## config.mk

```make
export PLATFORM = sky130hd
export DESIGN_NAME = abr_sum_tree_sched
export DESIGN_NICKNAME = d
export VERILOG_FILES = /design/src/rtl/abr_sum_tree_sched.sv
export SDC_FILE = /design/constraint.sdc
export NUM_CORES = 1
export LEC_CHECK = 0
export ABC_CLOCK_PERIOD_IN_PS = 8500
export BUFFER_PORTS_ARGS = -buffer_cell sky130_fd_sc_hd__buf_2
export CORE_MARGIN = 5
export CORE_UTILIZATION = 30
export CTS_CLUSTER_DIAMETER = 50
export DETAILED_ROUTE_END_ITERATION = 12
export MAX_ROUTING_LAYER = met4
export PLACE_DENSITY = 0.52
export SYNTH_ARGS = -nofsm -noshare
export SYNTH_HDL_FRONTEND = slang
export SYNTH_SLANG_ARGS = --single-unit
```

## constraint.sdc

```tcl
create_clock -name clk_i -period 8.5 [get_ports clk_i]
set_clock_uncertainty 0.1 [all_clocks]
set_input_delay 0.85 -clock clk_i [delete_from_list [all_inputs] [get_ports clk_i]]
set_output_delay 0.85 -clock clk_i [all_outputs]
set_load 0.005 [all_outputs]
```

## src/rtl/abr_sum_tree_sched.sv

```systemverilog
// Multi-beat accumulation controller around a combinational sum tree.
// Each accepted beat is reduced by the tree into a registered partial,
// which is then folded into a running accumulator. A job of N beats is
// started, fed, drained and handed off with valid/ready handshakes.

// Combinational masked sum tree: lanes whose valid bit is low contribute
// zero, the rest are added pairwise in a balanced binary tree.
module abr_prim_sum_tree #(
  parameter int NumSrc = 32,
  parameter int Width  = 8
) (
  input  logic [NumSrc*Width-1:0] values_i,
  input  logic [NumSrc-1:0]       valid_i,
  output logic [Width-1:0]        sum_o,
  output logic                    any_valid_o
);

  localparam int Levels    = $clog2(NumSrc);
  localparam int NumLeaves = 1 << Levels;
  localparam int NumNodes  = 2 * NumLeaves - 1;

  // Node 0 is the root; leaves start at NumLeaves-1. Unused leaves stay 0.
  logic [Width-1:0] node [NumNodes];

  // Build leaves from masked lanes, then reduce each level pairwise.
  always_comb begin
    for (int n = 0; n < NumNodes; n++) begin
      node[n] = '0;
    end
    for (int l = 0; l < NumSrc; l++) begin
      if (valid_i[l]) begin
        node[NumLeaves - 1 + l] = values_i[l*Width +: Width];
      end
    end
    for (int n = NumLeaves - 2; n >= 0; n--) begin
      node[n] = node[2*n + 1] + node[2*n + 2];
    end
  end

  assign sum_o       = node[0];
  assign any_valid_o = |valid_i;

endmodule

module abr_sum_tree_sched #(
  parameter int NumSrc   = 32,
  parameter int Width    = 8,
  parameter int MaxBeats = 16,
  parameter int BeatW    = $clog2(MaxBeats + 1)
) (
  input  logic                    clk_i,
  input  logic                    rst_b,
  input  logic                    start_i,
  input  logic [BeatW-1:0]        num_beats_i,
  output logic                    busy_o,
  output logic                    err_o,
  input  logic                    in_valid_i,
  output logic                    in_ready_o,
  input  logic [NumSrc*Width-1:0] in_values_i,
  input  logic [NumSrc-1:0]       in_mask_i,
  output logic                    sum_valid_o,
  input  logic                    sum_ready_i,
  output logic [Width-1:0]        sum_o,
  output logic                    sum_any_o,
  output logic [BeatW-1:0]        beat_cnt_o
);

  localparam logic [BeatW-1:0] MaxBeatsW = BeatW'(MaxBeats);
  localparam logic [BeatW-1:0] OneBeat   = BeatW'(1);

  typedef enum logic [1:0] {
    IDLE  = 2'd0,
    ACCUM = 2'd1,
    DRAIN = 2'd2,
    OUT   = 2'd3
  } state_e;

  state_e           state_q, state_d;
  logic [BeatW-1:0] num_beats_q, num_beats_d;
  logic [BeatW-1:0] beat_cnt_q, beat_cnt_d;
  logic [Width-1:0] acc_q, acc_d;
  logic             any_q, any_d;
  logic [Width-1:0] part_q, part_d;
  logic             part_any_q, part_any_d;
  logic             part_vld_q, part_vld_d;
  logic             err_q, err_d;

  logic [Width-1:0] tree_sum;
  logic             tree_any;
  logic             in_ready;
  logic             beat_hs;

  abr_prim_sum_tree #(
    .NumSrc (NumSrc),
    .Width  (Width)
  ) u_tree (
    .values_i    (in_values_i),
    .valid_i     (in_mask_i),
    .sum_o       (tree_sum),
    .any_valid_o (tree_any)
  );

  // Next-state, datapath update and handshake decode for the job sequencer.
  always_comb begin
    state_d     = state_q;
    num_beats_d = num_beats_q;
    beat_cnt_d  = beat_cnt_q;
    acc_d       = acc_q;
    any_d       = any_q;
    part_d      = part_q;
    part_any_d  = part_any_q;
    part_vld_d  = part_vld_q;
    err_d       = 1'b0;

    in_ready = (state_q == ACCUM) && (beat_cnt_q < num_beats_q);
    beat_hs  = in_valid_i && in_ready;

    // A start request outside IDLE never disturbs the running job.
    if (state_q != IDLE && start_i) begin
      err_d = 1'b1;
    end

    case (state_q)
      IDLE: begin
        if (start_i) begin
          if (num_beats_i > MaxBeatsW) begin
            err_d = 1'b1;
          end else begin
            num_beats_d = num_beats_i;
            beat_cnt_d  = '0;
            acc_d       = '0;
            any_d       = 1'b0;
            part_vld_d  = 1'b0;
            state_d     = (num_beats_i == '0) ? OUT : ACCUM;
          end
        end
      end

      ACCUM: begin
        if (part_vld_q) begin
          acc_d = acc_q + part_q;
          any_d = any_q | part_any_q;
        end
        part_vld_d = beat_hs;
        if (beat_hs) begin
          part_d     = tree_sum;
          part_any_d = tree_any;
          beat_cnt_d = beat_cnt_q + OneBeat;
          if (beat_cnt_q + OneBeat == num_beats_q) begin
            state_d = DRAIN;
          end
        end
      end

      DRAIN: begin
        if (part_vld_q) begin
          acc_d = acc_q + part_q;
          any_d = any_q | part_any_q;
        end
        part_vld_d = 1'b0;
        state_d    = OUT;
      end

      OUT: begin
        if (sum_ready_i) begin
          state_d = IDLE;
        end
      end

      default: begin
        state_d = IDLE;
      end
    endcase
  end

  // State and datapath registers with synchronous active-high reset.
  always_ff @(posedge clk_i) begin
    if (rst_b) begin
      state_q     <= IDLE;
      num_beats_q <= '0;
      beat_cnt_q  <= '0;
      acc_q       <= '0;
      any_q       <= 1'b0;
      part_q      <= '0;
      part_any_q  <= 1'b0;
      part_vld_q  <= 1'b0;
      err_q       <= 1'b0;
    end else begin
      state_q     <= state_d;
      num_beats_q <= num_beats_d;
      beat_cnt_q  <= beat_cnt_d;
      acc_q       <= acc_d;
      any_q       <= any_d;
      part_q      <= part_d;
      part_any_q  <= part_any_d;
      part_vld_q  <= part_vld_d;
      err_q       <= err_d;
    end
  end

  assign busy_o      = (state_q != IDLE);
  assign err_o       = err_q;
  assign in_ready_o  = in_ready;
  assign sum_valid_o = (state_q == OUT);
  assign sum_o       = acc_q;
  assign sum_any_o   = any_q;
  assign beat_cnt_o  = beat_cnt_q;

endmodule

```

==> qor.yml, run 1 <==
grt:
  grt_max_degree: 33
  antenna_found_initial: 9
  grt_pass1_vias: 8216
  grt.total_usage_pct: 19.58
  grt_pass1_wl_mm: 45.15
  overflow: 0
yosys:
  netlist_area_um2: 8462
  synth_top_area_share_pct: 43.53
  yosys_warnings: 0
  synth_cell_types: 46
  synth_enable_flop_cells: 0
  synth_area_leader_cell: "fa_1"
  netlist_top_cells_area: "fa_1 44%, and2_1 8.4%, inv_1 7.9%"
  synth_top_flop_cell: "dfxtp_1"
  syn-num-nets: 1471
  synth-seq-cells: 32
  async_flop_share_pct: 0
  synth_cells: 948
  ys_seq_area_share_pct: 7.571
  postSynthAreaPerCell_um2: 8.926
clock_tree:
  numCtsBuffers: 5
  root_buffer: "clkbuf_16"
  cts_resized: 0
  cts_tree: "done"
  cts_buffer_depth: 2
  htreeDepth: 2
  clk_pin_slew_ps: 50
  hold_buffers: 0
  cts.sinks: 32
  cts_setup_buffers: 0
  clk-insertion-delay-late_ps: 280
die:
  pin_count: 316
  start_util_pct: 30.46
  placeableCoreArea_um2: 27780
  num_rows: 61
  fp.dieArea_um2: 31660
  die_h_um: 177.9
  die_x_um: 177.9
worst_hold_path:
  min_path_type: "reg2reg"
run:
  max_cap_viol_count: 0
timing:
  relSlewSlack_pct: 44.33
  grt_setup_unrepaired: "false"
  fmax_ghz: 0.1411
  period_share_pct: 83.39
  report.final.slew_viol_count: 0
  setup_violations: 0
  fin_crit_ps: 7088
  worst_pin_slew_ps: 835.1
  timing.final.hold_violations: 0
  setup_tns_ps: 0
  holdWs_ps: 373.9
routing:
  route.met3.wl_mm: 1.468
  vias_per_cell: 4.479
  wire_per_inst_um: 18.62
  finalWirelength_mm: 30.14
  top_layer: "met4"
  drt_first_iter_violations: 224
  dr.pass1.iters: 4
  ant_nets: 0
  wl_met2_mm: 15.93
  drt-met1-wl_mm: 11.65
  num_vias: 7252
  drc: 0
final_layout:
  area_delta_synth_final_pct: 24.34
  final_cell_count_no_fill: 1619
  n_fill_cell: 3049
  nets: 1758
  drive_gt1_share_pct: 26.54
place:
  port_buffers: 315
  gp_congestion: 0.9801
  hpwl_mm: 27.27
  dp_cells: 1606
outcome:
  status: "complete, no violations"
setup_path:
  reg2reg_slack_ps: 5680
  worst-setup-path-type: "in2reg"
  worstPathArrival_ps: 7190
  critPathLaunchType: "input pin"
  crit_fanout: 9
  worstPathRequired_ps: 8600
  cp-end-kind: "register"
pwr:
  power_density_nw_per_um2: 592.1
  power_leakage_uw: 0.005228
  vdd_drop_max_mv: 0.9247
==> layout by cell type (no fill, tap or decap), drive strengths merged, types with 2 or more instances in the layout <==
| master | count |
|---|---|
| a211oi | 3 |
| a21o | 4 |
| a21oi | 23 |
| a311oi | 2 |
| a31oi | 2 |
| a32oi | 2 |
| and2 | 117 |
| buf | 315 |
| clkbuf | 6 |
| dfxtp | 32 |
| diode | 5 |
| fa | 184 |
| ha | 41 |
| inv | 178 |
| mux2i | 11 |
| nand2 | 155 |
| nand3 | 9 |
| nand4 | 6 |
| nor2 | 26 |
| nor2b | 5 |
| nor3 | 5 |
| nor4 | 9 |
| o21a | 3 |
| o21ai | 9 |
| or3 | 2 |
| xnor2 | 58 |
| xnor3 | 2 |
| xor2 | 13 |
==> where the power goes <==
part / switching (uW) / leakage, uW / internal (uW)
Combinational: 2900 / 0.00489 / 2950
Sequential: 12.7 / 0.000259 / 169
Clock: 66.2 / 0.0000809 / 138
Total: 2970 / 0.00523 / 3260
==> metrics by stage <==
step | util [%] | total power, uW | instance area, um2 | setup slack [ps]
6_report | 37.87 | 6230 | 10520 | 1412
5_1_grt | 37.86 | 7079 | 10520 | 1110
4_1_cts | 37.83 | 6351 | 10510 | 1370
3_5_place_dp | 37.24 | 6118 | 10340 | 1111
3_3_place_gp | 37.24 | 5956 | 10340 | 1219
2_1_floorplan | - | 4877 | 8462 | 1403
==> path summary, 6_finish.rpt <==
check | cells past startpoint | from | to
max | 21 | in_mask_i[2] | part_q[7]
max reg2reg | 9 | num_beats_q[1] | part_q[1]
min | 2 | sum_o[0] | sum_o[0]
min reg2reg | 2 | sum_o[0] | sum_o[0]
==> cells in the mapped netlist, types with 3 or more instances <==
| cell | n |
|---|---|
| nor2b_1 | 5 |
| nor4_1 | 9 |
| buf_2 | 8 |
| nor3_1 | 5 |
| a21oi_1 | 23 |
| xor2_1 | 13 |
| o21a_1 | 3 |
| buf_4 | 3 |
| clkbuf_1 | 18 |
| mux2i_1 | 11 |
| ha_1 | 41 |
| fa_1 | 184 |
| xnor2_1 | 58 |
| o21ai_0 | 8 |
| and2_1 | 114 |
| inv_1 | 178 |
| a21o_1 | 4 |
| nand2_1 | 153 |
| dfxtp_1 | 32 |
| nand3_1 | 9 |
| nor2_1 | 26 |
| and2_2 | 3 |
| clkbuf_2 | 5 |
| nand4_1 | 6 |
==> layout make-up <==
cell class	instances	area, um2	share of cell area (%)
multi-input combinational	703	6987	66.41
timing repair buffer	315	1577	14.98
inverter	178	668.1	6.350
sequential	32	640.6	6.089
tap	378	473.0	4.495
clock buffer	6	128.9	1.225
clock inverter	2	35.03	0.3330
antenna	5	12.51	0.1189
==> logic make-up after synthesis <==
family | Yosys count | synth area share (%)
adders and majority gates | 225 | 49.59
xor gates and xnor gates | 73 | 7.881
AOI/OAI and AO/OA | 55 | 4.125
muxes | 11 | 1.301
and+or+nand+nor | 339 | 19.67
buffers and inverters | 213 | 9.862
DFF | 32 | 7.571
==> state kept, by name, summed over array words and instances, names as in the netlist <==
signal / cells
part_q: 8
beat_cnt_o: 5
num_beats_q: 5
sum_o: 8
sum_any_o: 1
part_any_q: 1
state_q: 2
err_o: 1
part_vld_q: 1
==> metal layers <==
layer | global-route usage [%] | up-vias
met2 | 35.51 | 264
met5 | - | -
met1 | 22.52 | 3529
met4 | 6.381 | 0
li1 | - | 3408
met3 | 2.237 | 51
==> worst max-delay path, cell delays in order <==
cell      delay (ps)
buf_2            240
nand2_1          120
fa_1             560
inv_1             60
fa_1             470
inv_1             50
fa_1             470
fa_1             550
inv_1             60
fa_1             480
fa_1             560
fa_1             430
fa_1             490
ha_1             300
a21o_1           180
a21oi_1          210
o21bai_1          90
a21oi_1          170
xnor3_1          230
xnor3_1          410
a211oi_2         210
(Power assumes the default switching activity.)
==> inputs of run 2 (changes only) <==
ABC_CLOCK_PERIOD_IN_PS = 5880   (was 8500)
PLACE_DENSITY = 0.54   (was 0.52)
clock period = 5.88 ns   (was 8.5 ns; I/O delays follow)
==> qor.yml, run 2 (synthesis gave the netlist of run 1 again) <==
outcome:
  status: "complete, but fails checks"
  violations: "setup timing"
setup_path:
  path_cells: "buf_2 -> and2_1 -> fa_1 -> fa_1 -> inv_1 -> fa_1 -> fa_1 -> inv_1 -> fa_1 -> fa_1 -> fa_1 -> fa_1 -> ha_1 -> a21o_1 -> a21oi_2 -> o21bai_1 -> a21oi_1 -> xnor3_1 -> xnor3_1 -> a211oi_2"
  cp-end-kind: "register"
  critPathLaunchType: "input pin"
  crit_fanout: 3  # -6
  cp-startpoint: "in_mask_i[8]"
  worstPathRequired_ps: 5980  # -2620 ps
  worst-path-buf-inv: 3  # -1
  cpMostUsedCell: "fa_1"
  crit_slowest_cell: "fa_1"
  max_stage_delay_ps: 590  # +30 ps
  worstReg2RegStart: "num_beats_q[1]"
  cpLargestDelayFamily: "adder cells"
  worst-setup-path-type: "in2reg"
  worstPathArrival_ps: 6380  # -810 ps
routing:
  finalWirelength_mm: 30.03  # -0.35%
  wire_per_inst_um: 17.67  # -5.1%
  num_vias: 7376  # +1.7%
  dr.pass1.iters: 4  # unchanged
  drt_first_iter_violations: 259  # +16%
  drc: 0  # unchanged
  vias_per_cell: 4.339  # -3.1%
  ant_nets: 0  # unchanged
grt:
  antenna_found_initial: 8  # -1
  grt_pass1_vias: 8391  # +2.1%
  grt_pass1_wl_mm: 45.08  # -0.14%
  grt_max_degree: 33  # unchanged
  overflow: 0  # unchanged
  grt.total_usage_pct: 19.32  # -0.26 points
clock_tree:
  clk-insertion-delay-late_ps: 280  # about the same
  clk_pin_slew_ps: 60  # about the same
  cts_buffer_depth: 2  # unchanged
  cts.sinks: 32  # unchanged
  cts_tree: "done"
  root_buffer: "clkbuf_16"
  numCtsBuffers: 5  # unchanged
  htreeDepth: 2  # unchanged
  hold_buffers: 0  # unchanged
die:
  pin_count: 316  # unchanged
  die_x_um: 177.9  # unchanged
  start_util_pct: 30.46  # unchanged
  num_rows: 61  # unchanged
  placeableCoreArea_um2: 27780  # unchanged
  die_h_um: 177.9  # unchanged
  fp.dieArea_um2: 31660  # unchanged
final_layout:
  final_common_cell: "buf_2"
  layout_common_cells: "302 x buf_2, 174 x inv_1, 174 x fa_1"
  area_delta_synth_final_pct: 33.58
  fin_util_pct: 40.69  # +2.8 points
  nets: 1834  # +4.3%
  drive_gt1_share_pct: 33.69  # +7.2 points
  stdcell_area_um2: 11300  # +7.4%
  n_fill_cell: 2947  # -3.3%
timing:
  timing.final.hold_violations: 0  # unchanged
  setup_violations: 4  # +4
  fin_crit_ps: 6285
  grt_setup_unrepaired: "true"
  fin_ws_ps: -404.7  # -1816 ps
  holdWs_ps: 375.9  # +2.016 ps
  worst_pin_slew_ps: 869.3  # +34.26 ps
  period_share_pct: 106.9
  fmax_ghz: 0.1591
  relSlewSlack_pct: 42.05  # -2.3 points
  report.final.slew_viol_count: 0  # unchanged
run:
  max_cap_viol_count: 0  # unchanged
place:
  port_buffers: 315  # unchanged
  dpl-instance-area_um2: 11000  # +6.3%
  hpwl_mm: 28.00  # +2.7%
  gp_congestion: 0.9465  # -3.4%
  dp_slack_ps: -798.2  # -1910 ps
worst_hold_path:
  min_path_type: "reg2reg"
  hp-start: "sum_o[0]"
==> run 2: worst paths after layout <==
check                            endpoint  slack (ps)  depth (start not counted)
worst max-delay path            part_q[7]        -400                         20
worst min register to register   sum_o[0]         380                          2
worst min-delay path             sum_o[0]         380                          2
worst max register to register  part_q[1]        3090                          9
==> run 2: area by class of cell <==
type	instances	area (um2)	area share, %
Multi-Input combinational cell	703	7104	62.85
Tap cell	378	473.0	4.184
Antenna cell	10	25.02	0.2214
Timing Repair Buffer	391	2242	19.84
Inverter	178	668.1	5.911
Clock inverter	1	7.507	0.06642
Sequential cell	32	640.6	5.667
Clock buffer	7	142.6	1.262
==> run 2: worst register-to-register path: stages (launching register included) <==
cell     delay, ps
dfxtp_1        380
inv_1           60
ha_1           260
nor2b_1        130
o21a_1         160
o21a_1         160
o21ai_1        290
and3_1         780
mux2i_1        280
nor2_1          50
==> run 2: stage by stage <==
step                std cells  setup TNS [ps]
floorplan                 948           -1087
global placement         1681           -2689
detailed placement       1681           -2894
CTS                      1689          -765.7
global route             1698           -1888
finish                   1700          -773.1
==> run 2: routing by layer <==
metal	part of all wire (%)	GRT usage [%]	routed length (um)	vias to the layer above
li1	-	-	-	3570
met3	5.0	2.280	1503	18
met4	1.4	3.577	427	0
met2	54	35.59	16220	232
met1	40	22.85	11880	3556
met5	0	-	0	-
==> run 2: timing repair <==
| item | CTS | global route |
|---|---|---|
| setup buffers | 0 | 1 |
| endpoints found under the setup margin | 5 | 5 |
| gates resized for setup | 26 | 12 |
| pin swaps | 15 | 14 |
Power of run 2 is not shown: default switching activity piles up to over one toggle a cycle in this logic, so the estimate is an artifact.
